## src/rtl/uart_boot_loader_if.sv

```systemverilog
// Memory write port of the UART boot loader.
//   mem_addr     : word address of the current write
//   mem_data_out : write data, little-endian assembled from the UART stream
//   mem_wes      : byte write enables, all ones for exactly one cycle per word
// master = boot loader (drives), slave = instruction memory (receives).
interface uart_boot_loader_if #(
  parameter int unsigned M_WIDTH = 32
);
  logic [M_WIDTH-3:0]   mem_addr;
  logic [M_WIDTH-1:0]   mem_data_out;
  logic [M_WIDTH/8-1:0] mem_wes;

  modport master (output mem_addr, output mem_data_out, output mem_wes);
  modport slave  (input  mem_addr, input  mem_data_out, input  mem_wes);
endinterface

```

## src/rtl/uart_boot_loader.sv

```systemverilog
// UART (8N1) boot loader: receives a length-prefixed program image and writes
// it word by word into instruction memory, holding the CPU in reset until done.
//   clk, rst : system clock, asynchronous active-low reset
//   rx       : UART receive line (idle high, asynchronous to clk)
//   mem      : memory write port (uart_boot_loader_if.master)
//   cpu_rst  : high holds the CPU in reset
//   busy     : loading in progress (first byte seen, not yet done/err)
//   done     : image loaded, sticky until reset
//   err      : framing or length error, sticky until reset
module uart_boot_loader #(
  parameter int unsigned M_WIDTH      = 32,
  parameter int unsigned CLKS_PER_BIT = 868,
  parameter int unsigned MAX_WORDS    = 4096
) (
  input  logic                clk,
  input  logic                rst,
  input  logic                rx,
  uart_boot_loader_if.master  mem,
  output logic                cpu_rst,
  output logic                busy,
  output logic                done,
  output logic                err
);

  localparam int unsigned CW = $clog2(CLKS_PER_BIT);
  localparam int unsigned IW = M_WIDTH - 2;
  localparam logic [CW-1:0] CNT_HALF = CW'(CLKS_PER_BIT / 2);
  localparam logic [CW-1:0] CNT_LAST = CW'(CLKS_PER_BIT - 1);

  typedef enum logic [1:0] {R_IDLE, R_START, R_DATA, R_STOP} rx_state_t;
  typedef enum logic [2:0] {L_LEN, L_DATA, L_WRITE, L_DONE, L_ERR} ld_state_t;

  rx_state_t         rx_state;
  ld_state_t         ld_state;
  logic              rx_meta, rx_s;
  logic [CW-1:0]     cnt;
  logic [2:0]        bit_idx;
  logic [7:0]        shreg;
  logic              byte_valid, frame_err;
  logic [1:0]        byte_cnt;
  logic [M_WIDTH-1:0] data_acc, word_cnt, asm_word;
  logic [IW-1:0]     idx;

  // Two-flop synchroniser; reset to idle-high so reset release is not a start bit.
  always_ff @(posedge clk or negedge rst) begin
    if (!rst) begin
      rx_meta <= 1'b1;
      rx_s    <= 1'b1;
    end else begin
      rx_meta <= rx;
      rx_s    <= rx_meta;
    end
  end

  // Byte receiver: start bit re-checked at mid-bit, then one sample per bit period.
  always_ff @(posedge clk or negedge rst) begin
    if (!rst) begin
      rx_state   <= R_IDLE;
      cnt        <= '0;
      bit_idx    <= '0;
      shreg      <= '0;
      byte_valid <= 1'b0;
      frame_err  <= 1'b0;
    end else begin
      byte_valid <= 1'b0;
      frame_err  <= 1'b0;
      case (rx_state)
        R_IDLE: begin
          if (!rx_s) begin
            cnt      <= '0;
            rx_state <= R_START;
          end
        end
        R_START: begin
          if (cnt == CNT_HALF) begin
            cnt      <= '0;
            bit_idx  <= '0;
            rx_state <= rx_s ? R_IDLE : R_DATA;
          end else begin
            cnt <= cnt + CW'(1);
          end
        end
        R_DATA: begin
          if (cnt == CNT_LAST) begin
            cnt     <= '0;
            shreg   <= {rx_s, shreg[7:1]};
            bit_idx <= bit_idx + 3'd1;
            if (bit_idx == 3'd7) rx_state <= R_STOP;
          end else begin
            cnt <= cnt + CW'(1);
          end
        end
        R_STOP: begin
          if (cnt == CNT_LAST) begin
            cnt      <= '0;
            rx_state <= R_IDLE;
            if (rx_s) byte_valid <= 1'b1;
            else      frame_err  <= 1'b1;
          end else begin
            cnt <= cnt + CW'(1);
          end
        end
        default: rx_state <= R_IDLE;
      endcase
    end
  end

  // Little-endian assembly: each new byte enters at the top, oldest byte ends in [7:0].
  assign asm_word = {shreg, data_acc[M_WIDTH-1:8]};

  // Loader: length word, then data words, one single-cycle write per word.
  always_ff @(posedge clk or negedge rst) begin
    if (!rst) begin
      ld_state         <= L_LEN;
      byte_cnt         <= '0;
      data_acc         <= '0;
      word_cnt         <= '0;
      idx              <= '0;
      mem.mem_addr     <= '0;
      mem.mem_data_out <= '0;
      mem.mem_wes      <= '0;
      cpu_rst          <= 1'b1;
      busy             <= 1'b0;
      done             <= 1'b0;
      err              <= 1'b0;
    end else begin
      case (ld_state)
        L_LEN, L_DATA, L_WRITE: begin
          if (frame_err) begin
            ld_state    <= L_ERR;
            err         <= 1'b1;
            busy        <= 1'b0;
            mem.mem_wes <= '0;
          end else if (ld_state == L_WRITE) begin
            mem.mem_wes <= '0;
            idx         <= idx + IW'(1);
            if (M_WIDTH'(idx) + M_WIDTH'(1) == word_cnt) begin
              ld_state <= L_DONE;
              done     <= 1'b1;
              busy     <= 1'b0;
              cpu_rst  <= 1'b0;
            end else begin
              ld_state <= L_DATA;
            end
          end else if (byte_valid) begin
            busy     <= 1'b1;
            byte_cnt <= byte_cnt + 2'd1;
            data_acc <= asm_word;
            if (byte_cnt == 2'd3) begin
              if (ld_state == L_LEN) begin
                word_cnt <= asm_word;
                idx      <= '0;
                if (asm_word == '0) begin
                  ld_state <= L_DONE;
                  done     <= 1'b1;
                  busy     <= 1'b0;
                  cpu_rst  <= 1'b0;
                end else if (asm_word > M_WIDTH'(MAX_WORDS)) begin
                  ld_state <= L_ERR;
                  err      <= 1'b1;
                  busy     <= 1'b0;
                end else begin
                  ld_state <= L_DATA;
                end
              end else begin
                mem.mem_data_out <= asm_word;
                mem.mem_addr     <= idx;
                mem.mem_wes      <= '1;
                ld_state         <= L_WRITE;
              end
            end
          end
        end
        // Terminal states: bytes and framing errors are ignored until reset.
        L_DONE, L_ERR: ld_state <= ld_state;
        default: ld_state <= L_ERR;
      endcase
    end
  end

endmodule

```

## src/flat_wrapper.sv

```systemverilog
// flat-port wrapper written by rule: the top's interface ports become plain ports
module uart_boot_loader_flat 
#(
  parameter int unsigned M_WIDTH      = 32,
  parameter int unsigned CLKS_PER_BIT = 868,
  parameter int unsigned MAX_WORDS    = 4096
)
  (clk, rst, rx, cpu_rst, busy, done, err, mem_mem_addr, mem_mem_data_out, mem_mem_wes);
  uart_boot_loader_if #(.M_WIDTH(M_WIDTH)) mem_i ();
  input  logic clk;
  input  logic rst;
  input  logic rx;
  output logic cpu_rst;
  output logic busy;
  output logic done;
  output logic err;
  output wire logic [$bits(mem_i.mem_addr)-1:0] mem_mem_addr;
  output wire logic [$bits(mem_i.mem_data_out)-1:0] mem_mem_data_out;
  output wire logic [$bits(mem_i.mem_wes)-1:0] mem_mem_wes;
  assign mem_mem_addr = mem_i.mem_addr;
  assign mem_mem_data_out = mem_i.mem_data_out;
  assign mem_mem_wes = mem_i.mem_wes;
  uart_boot_loader #(.M_WIDTH(M_WIDTH), .CLKS_PER_BIT(CLKS_PER_BIT), .MAX_WORDS(MAX_WORDS)) u_core (.clk(clk), .rst(rst), .rx(rx), .mem(mem_i), .cpu_rst(cpu_rst), .busy(busy), .done(done), .err(err));
endmodule
```

## config.mk

```make
export PLATFORM = sky130hd
export DESIGN_NAME = uart_boot_loader_flat
export DESIGN_NICKNAME = d
export VERILOG_FILES = /design/src/rtl/uart_boot_loader_if.sv /design/src/rtl/uart_boot_loader.sv /design/src/flat_wrapper.sv
export SDC_FILE = /design/constraint.sdc
export NUM_CORES = 1
export LEC_CHECK = 0
export CAP_MARGIN = 10
export CELL_PAD_IN_SITES_DETAIL_PLACEMENT = 1
export CELL_PAD_IN_SITES_GLOBAL_PLACEMENT = 2
export CORE_UTILIZATION = 39
export CTS_CLUSTER_DIAMETER = 50
export DETAILED_ROUTE_END_ITERATION = 6
export MAX_ROUTING_LAYER = met4
export PLACE_DENSITY_LB_ADDON = 0.1
export SETUP_SLACK_MARGIN = 0.5
export SLEW_MARGIN = 20
export SYNTH_ARGS = -nofsm -noshare
export SYNTH_HDL_FRONTEND = slang
export SYNTH_SLANG_ARGS = --single-unit
```

## constraint.sdc

```tcl
create_clock -name clk -period 3.3 [get_ports clk]
set_clock_uncertainty 0.05 [all_clocks]
set_input_delay 0.495 -clock clk [delete_from_list [all_inputs] [get_ports clk]]
set_output_delay 0.495 -clock clk [all_outputs]
set_load 0.02 [all_outputs]
```

==> results of run 1 <==
[area by class of cell]
| class | count | area [um^2] |
|---|---|---|
| multi-input combinational | 531 | 4200 |
| sequential | 185 | 4640 |
| clock inverter | 14 | 140 |
| timing repair buffer | 140 | 1260 |
| inverter | 12 | 45.0 |
| fill | 2312 | 11000 |
| tap | 280 | 350 |
| clock buffer | 18 | 439 |
[metal layers]
metal,wire length [um],global-route usage,part of all wire
met1,11100,0.282,0.47
met2,11700,0.365,0.49
met3,480,0.0275,0.020
met4,363,0.0649,0.015
met5,0,-,0
[logic make-up after synthesis]
logic type,share of synthesized area
flip-flops,0.521
adder cells (fa/ha/maj),0.0155
AND/OR/NAND/NOR,0.135
XOR/XNOR,0.0520
AO/OA/AOI/OAI,0.0804
multiplexers,0.166
buffers and inverters,0.0297
[worst reg2reg max path, cell delays in order (launching register included)]
cell     delay (ps)
dfrtp_2         410
ha_4            170
nand3_4         130
nor3_4          250
xor3_1          240
or3b_1          380
or4_4           430
nor4_4          170
buf_6           170
nor2_4           50
o31a_1          270
[cell usage after synthesis (12+ instances only)]
master      n  area, um^2
nor2_1     46         173
dfrtp_1   182        4550
nand4_1    16         100
o21ai_0    50         250
nand2_1    54         203
nor4_1     19         119
o31ai_1    13        97.6
nand3_1    20         100
clkbuf_1   38         143
mux2_2    130        1460
a21oi_1    18        90.1
xnor2_1    25         219
nor3_1     17        85.1
inv_1      12        45.0
xor2_1     25         219
[what timing repair did]
action / in CTS / in global routing
hold buffers: 0 / 0
gates resized for setup: 17 / 26
endpoints found under the hold margin: 0 / 0
setup buffers: 9 / 14
endpoints found under the setup margin: 4 / 5
pin swaps: 4 / 9
[per-stage QoR]
step | hold slack, ps | setup WS (ps)
3_3_place_gp | 297 | 172
5_1_grt | 165 | 422
3_5_place_dp | 300 | -13.9
4_1_cts | 138 | 446
2_1_floorplan | 149 | 532
6_report | 107 | 508
[power by group through the flow]
stage / Clock (uW) / Combinational, uW / Sequential, uW
after floorplan: 0 / 0.403 / 2310
after global placement: 0 / 54.6 / 2310
after detailed placement: 0 / 57.1 / 2310
after CTS: 2070 / 56.5 / 2270
after global routing: 2160 / 62.0 / 2270
final: 2020 / 52.2 / 2270
[state kept, by name (all words and copies together) (netlist names), 2 cells and up, named ones only]
register	count
u_core.ld_state	3
u_core.shreg	8
u_core.word_cnt	32
u_core.mem.mem_data_out	32
u_core.data_acc	24
u_core.cnt	10
u_core.mem.mem_addr	30
u_core.byte_cnt	2
u_core.idx	30
u_core.bit_idx	3
[path summary, 6_finish.rpt]
path                                                       end  depth (start not counted)                       from
max reg2reg                         u_core.cpu_rst$_DFFE_PN1P_                         10  u_core.idx[1]$_DFFE_PN0P_
min                        u_core.mem.mem_addr[16]$_DFFE_PN0P_                          1                        rst
min in group clk                         u_core.rx_s$_DFF_PN1_                          0   u_core.rx_meta$_DFF_PN1_
max in group asynchronous             u_core.rx_meta$_DFF_PN1_                          2                        rst
min reg2reg                              u_core.rx_s$_DFF_PN1_                          0   u_core.rx_meta$_DFF_PN1_
max                                 u_core.cpu_rst$_DFFE_PN1P_                         10  u_core.idx[1]$_DFFE_PN0P_
==> results.sh, run 1 <==
export IMPL_crit_slowest_cell="or4_4"
export IMPL_antenna_found_initial=0
export IMPL_yosysUniqueCellTypes=61
export IMPL_mostFrequentLayoutCells="dfrtp_1 (175), mux2_2 (130), clkdlybuf4s50_1 (71)"
export IMPL_grt_pass1_vias=7018
export IMPL_layout_nets=901
export IMPL_routedWlPerCell_um=20.0
export IMPL_synth_ff_type="dfrtp_1"
export IMPL_synth_edff_count=0
export IMPL_die_area_um2=23400
export IMPL_total_power_uw=4350
export IMPL_finalHoldViolCount=0
export IMPL_vias=6520
export IMPL_clkPwrFrac=0.466
export IMPL_min_period_ps=2790
export IMPL_worst_pin_slew_ps=806
export IMPL_drt_initial_drc_count=293
export IMPL_p_comb_frac=0.012
export IMPL_rrSetupSlack_ps=510
export IMPL_routed_via_density=5.53
export IMPL_drv_cap=0
export IMPL_final_cells=1180
export IMPL_critPathRequiredTime_ps=3610
export IMPL_die_h_um=153
export IMPL_switchingPower_uw=989
export IMPL_power_share_sequential=0.522
export IMPL_final_common_cell="dfrtp_1"
export IMPL_drive_gt1_frac=0.312
export IMPL_post_route_util=0.501
export IMPL_slowest_delay_ps=430
export IMPL_initial_core_util=0.402
export IMPL_place_inst=1125
export IMPL_grt_overflow=0
export IMPL_powerDensity_nw_per_um2=393
export IMPL_port_buffers=72
export IMPL_hp_class="input port to async pin"
export IMPL_cts_buffers=17
export IMPL_cts_tree="yes"
export IMPL_peakVddDrop_uv=302
export IMPL_grt_max_degree=97
export IMPL_cpLargestDelayFamily="simple AND/OR/NAND/NOR gates"
export IMPL_cts_root_buf="clkbuf_16"
export IMPL_grt_usage=0.220
export IMPL_hpwlAfterDp_um=16600
export IMPL_leakage_uw=0.00522
export IMPL_drtAntennaViolNets=0
export IMPL_area_growth_pct=24.6
export IMPL_status="finished clean"
export IMPL_htreeDepth=4
export IMPL_drv_slew=0
export IMPL_slew_headroom=0.463
export IMPL_crit_type="register to register"
export IMPL_ys_seq_area_frac=0.521
export IMPL_rsz0062_at_grt="yes"
export IMPL_route_detailed_drc=0
export IMPL_cp_max_fo=6
export IMPL_crit_chain="ha_4 -> nand3_4 -> nor3_4 -> xor3_1 -> or3b_1 -> or4_4 -> nor4_4 -> buf_6 -> nor2_4 -> o31a_1"
export IMPL_setup_viol=0
export IMPL_path_clk_slew_ps=70
export IMPL_path_buf_inv=1
export IMPL_synthCells=781
export IMPL_gp_congestion=0.919
export IMPL_swShare=0.228
export IMPL_syn_area_um2=8880
export IMPL_synth_area_per_cell_um2=11.4
export IMPL_placementRows=54
export IMPL_yosys_warnings=0
export IMPL_wirelength_um=23600
export IMPL_place_area_um2=10100
export IMPL_crit_path_start_kind="register"
export IMPL_ys_seq_elements=185
export IMPL_chipWidth_um=153
export IMPL_syn_nets=795
export IMPL_worst_ep_arrival_time_ps=3100
export IMPL_final_area_um2=11100
export IMPL_layout_worst_path_cycle_share=0.846
export IMPL_fmax_mhz=358
export IMPL_clock_path_buffers=2
export IMPL_grt_first_pass_wirelength_um=39300
export IMPL_antennaDiodeCount=0
export IMPL_clock_latency_ps=430
export IMPL_power_internal_uw=3360
export IMPL_ys_async_sr_fraction=1.00
export IMPL_drt_pass1_iter_count=5
export IMPL_cts_sinks=185
export IMPL_core_area_um2=22100
export IMPL_fin_tns_setup_ps=0
export IMPL_io_pins=73
export IMPL_end_kind="register"
Power figures use the tool's default switching activity.
==> inputs of run 2 (changes only) <==
==> constraint.sdc (replaced) <==
create_clock -name clk -period 2.7 [get_ports clk]
set_clock_uncertainty 0.05 [all_clocks]
set_input_delay 0.405 -clock clk [delete_from_list [all_inputs] [get_ports clk]]
set_output_delay 0.405 -clock clk [all_outputs]
set_load 0.02 [all_outputs]
==> results.sh, run 2 (same netlist as run 1, synthesis figures left out) <==
export IMPL_status="complete, but fails checks"
export IMPL_violations="negative setup slack"
export IMPL_switchingPower_uw=1500
export IMPL_route_detailed_drc=0
export IMPL_htreeDepth=4
export IMPL_antennaDiodeCount=0
export IMPL_area_growth_pct=30.1
export IMPL_worst_ep_arrival_time_ps=3160
export IMPL_clock_latency_ps=450
export IMPL_final_fill_count=2305
export IMPL_swShare=0.266
export IMPL_leakage_uw=0.00543
export IMPL_power_internal_uw=4130
export IMPL_chipWidth_um=153
export IMPL_cts_tree="yes"
export IMPL_antenna_found_initial=0
export IMPL_power_share_sequential=0.492
export IMPL_routed_via_density=5.51
export IMPL_wirelength_um=25500
export IMPL_layout_worst_path_cycle_share=1.05
export IMPL_placementRows=54
export IMPL_drv_cap=0
export IMPL_grt_first_pass_wirelength_um=41900
export IMPL_port_buffers=72
export IMPL_setup_slack_ps=-142
export IMPL_peakVddDrop_uv=396
export IMPL_powerDensity_nw_per_um2=487
export IMPL_gp_congestion=0.892
export IMPL_hp_class="register to register"
export IMPL_cp_max_fo=5
export IMPL_end_kind="register"
export IMPL_drtAntennaViolNets=0
export IMPL_drt_initial_drc_count=304
export IMPL_core_area_um2=22100
export IMPL_cts_sinks=185
export IMPL_mostFrequentLayoutCells="dfrtp_1 (175), mux2_2 (130), buf_4 (91)"
export IMPL_crit_type="register to register"
export IMPL_clock_path_buffers=2
export IMPL_worst_pin_slew_ps=777
export IMPL_top_regs="u_core.mem.mem_data_out (32), u_core.word_cnt (32)"
export IMPL_grt_overflow=0
export IMPL_die_area_um2=23400
export IMPL_drv_slew=0
export IMPL_fmax_mhz=352
export IMPL_total_power_uw=5630
export IMPL_die_h_um=153
export IMPL_io_pins=73
export IMPL_place_area_um2=10400
export IMPL_vias=6719
export IMPL_finalHoldViolCount=0
export IMPL_cts_root_buf="clkbuf_16"
export IMPL_drt_pass1_iter_count=4
export IMPL_path_clk_slew_ps=90
export IMPL_clkPwrFrac=0.496
export IMPL_crit_path_start_kind="register"
export IMPL_grt_pass1_vias=7318
export IMPL_layout_nets=940
export IMPL_hpwlAfterDp_um=17900
export IMPL_slew_headroom=0.476
export IMPL_grt_max_degree=74
export IMPL_routedWlPerCell_um=20.9
export IMPL_critPathRequiredTime_ps=3010
export IMPL_rsz0062_at_grt="yes"
export IMPL_p_comb_frac=0.011
export IMPL_initial_core_util=0.402
export IMPL_cts_buffers=17
export IMPL_setup_viol=4
export IMPL_min_period_ps=2840
export IMPL_final_common_cell="dfrtp_1"
export IMPL_grt_usage=0.239
export IMPL_drive_gt1_frac=0.347
export IMPL_final_area_um2=11600
## run 2: changes by cell type in the layout (fill, tap and decap cells not counted), moves of 3 or more
cell,previous run,this run
nand3_4,1,5
inv_16,0,4
o21ai_1,1,12
o21ai_0,49,38
clkinvlp_4,3,0
clkinv_4,3,0
buf_4,65,91
inv_12,0,5
nand3_2,4,1
clkinv_8,0,4
buf_6,1,12
## run 2: per-layer routing
layer / up-vias / track usage / part of all wire
met5: - / - / 0
met4: 0 / 0.0611 / 0.013
met3: 27 / 0.0346 / 0.022
met2: 93 / 0.394 / 0.51
met1: 3501 / 0.308 / 0.45
li1: 3098 / - / -
## run 2: layout make-up
type / instances / area (um^2) / share of cell area
tap: 280 / 350 / 0.0303
clock buffer: 17 / 425 / 0.0368
multi-input combinational: 531 / 4230 / 0.366
clock inverter: 15 / 249 / 0.0215
timing repair buffer: 179 / 1610 / 0.140
sequential: 185 / 4640 / 0.402
inverter: 12 / 45.0 / 0.00390
## run 2: timing repair
item | CTS | global route
setup endpoints to repair | 16 | 27
setup buffers | 15 | 10
pin swaps | 8 | 8
gates resized for setup | 22 | 42
endpoints found under the hold margin | 58 | 0
hold buffers | 1 | 0
## run 2: worst max-delay path: stages (launching register included)
cell and delay (ps):
dfrtp_1 410, buf_4 160, nand3_4 110, buf_4 180, or3_1 420, o31ai_1 280, a21oi_1 130, o22ai_1 320
nor4_4 90, buf_4 160, buf_4 130, o31ai_2 180, o2bb2ai_1 140
## run 2: power by group through the flow
| stage | combinational, uW | sequential (uW) | clock, uW |
|---|---|---|---|
| floorplan | 0.492 | 2830 | 0 |
| global placement | 66.4 | 2830 | 0 |
| detailed placement | 68.1 | 2830 | 0 |
| CTS | 69.7 | 2770 | 2860 |
| global route | 77.4 | 2770 | 2980 |
| finish | 64.7 | 2770 | 2790 |
## run 2: path summary, 6_finish.rpt
kind                                           startpoint                                 end  slack [ps]  cells past startpoint
worst max-delay path            u_core.idx[1]$_DFFE_PN0P_             u_core.busy$_DFFE_PN0P_        -140                     12
worst min-delay path             u_core.rx_meta$_DFF_PN1_               u_core.rx_s$_DFF_PN1_         310                      0
worst max register to register  u_core.idx[1]$_DFFE_PN0P_             u_core.busy$_DFFE_PN0P_        -140                     12
worst min register to register   u_core.rx_meta$_DFF_PN1_               u_core.rx_s$_DFF_PN1_         310                      0
max in group asynchronous                             rst               u_core.rx_s$_DFF_PN1_        1320                      3
min in group asynchronous                             rst  u_core.mem.mem_addr[8]$_DFFE_PN0P_         480                      2
## run 2: through the flow
stage / TNS (ps) / utilization / hold WS (ps) / worst slack, ps / std cells
3_3_place_gp: -451 / 0.473 / 296 / -146 / 1161
5_1_grt: -798 / 0.523 / 317 / -262 / 1219
6_report: -407 / 0.523 / 310 / -142 / 1219
2_1_floorplan: -4.10 / - / 59.4 / -4.10 / 781
4_1_cts: -456 / 0.513 / 312 / -167 / 1209
3_5_place_dp: -826 / 0.473 / 299 / -237 / 1161
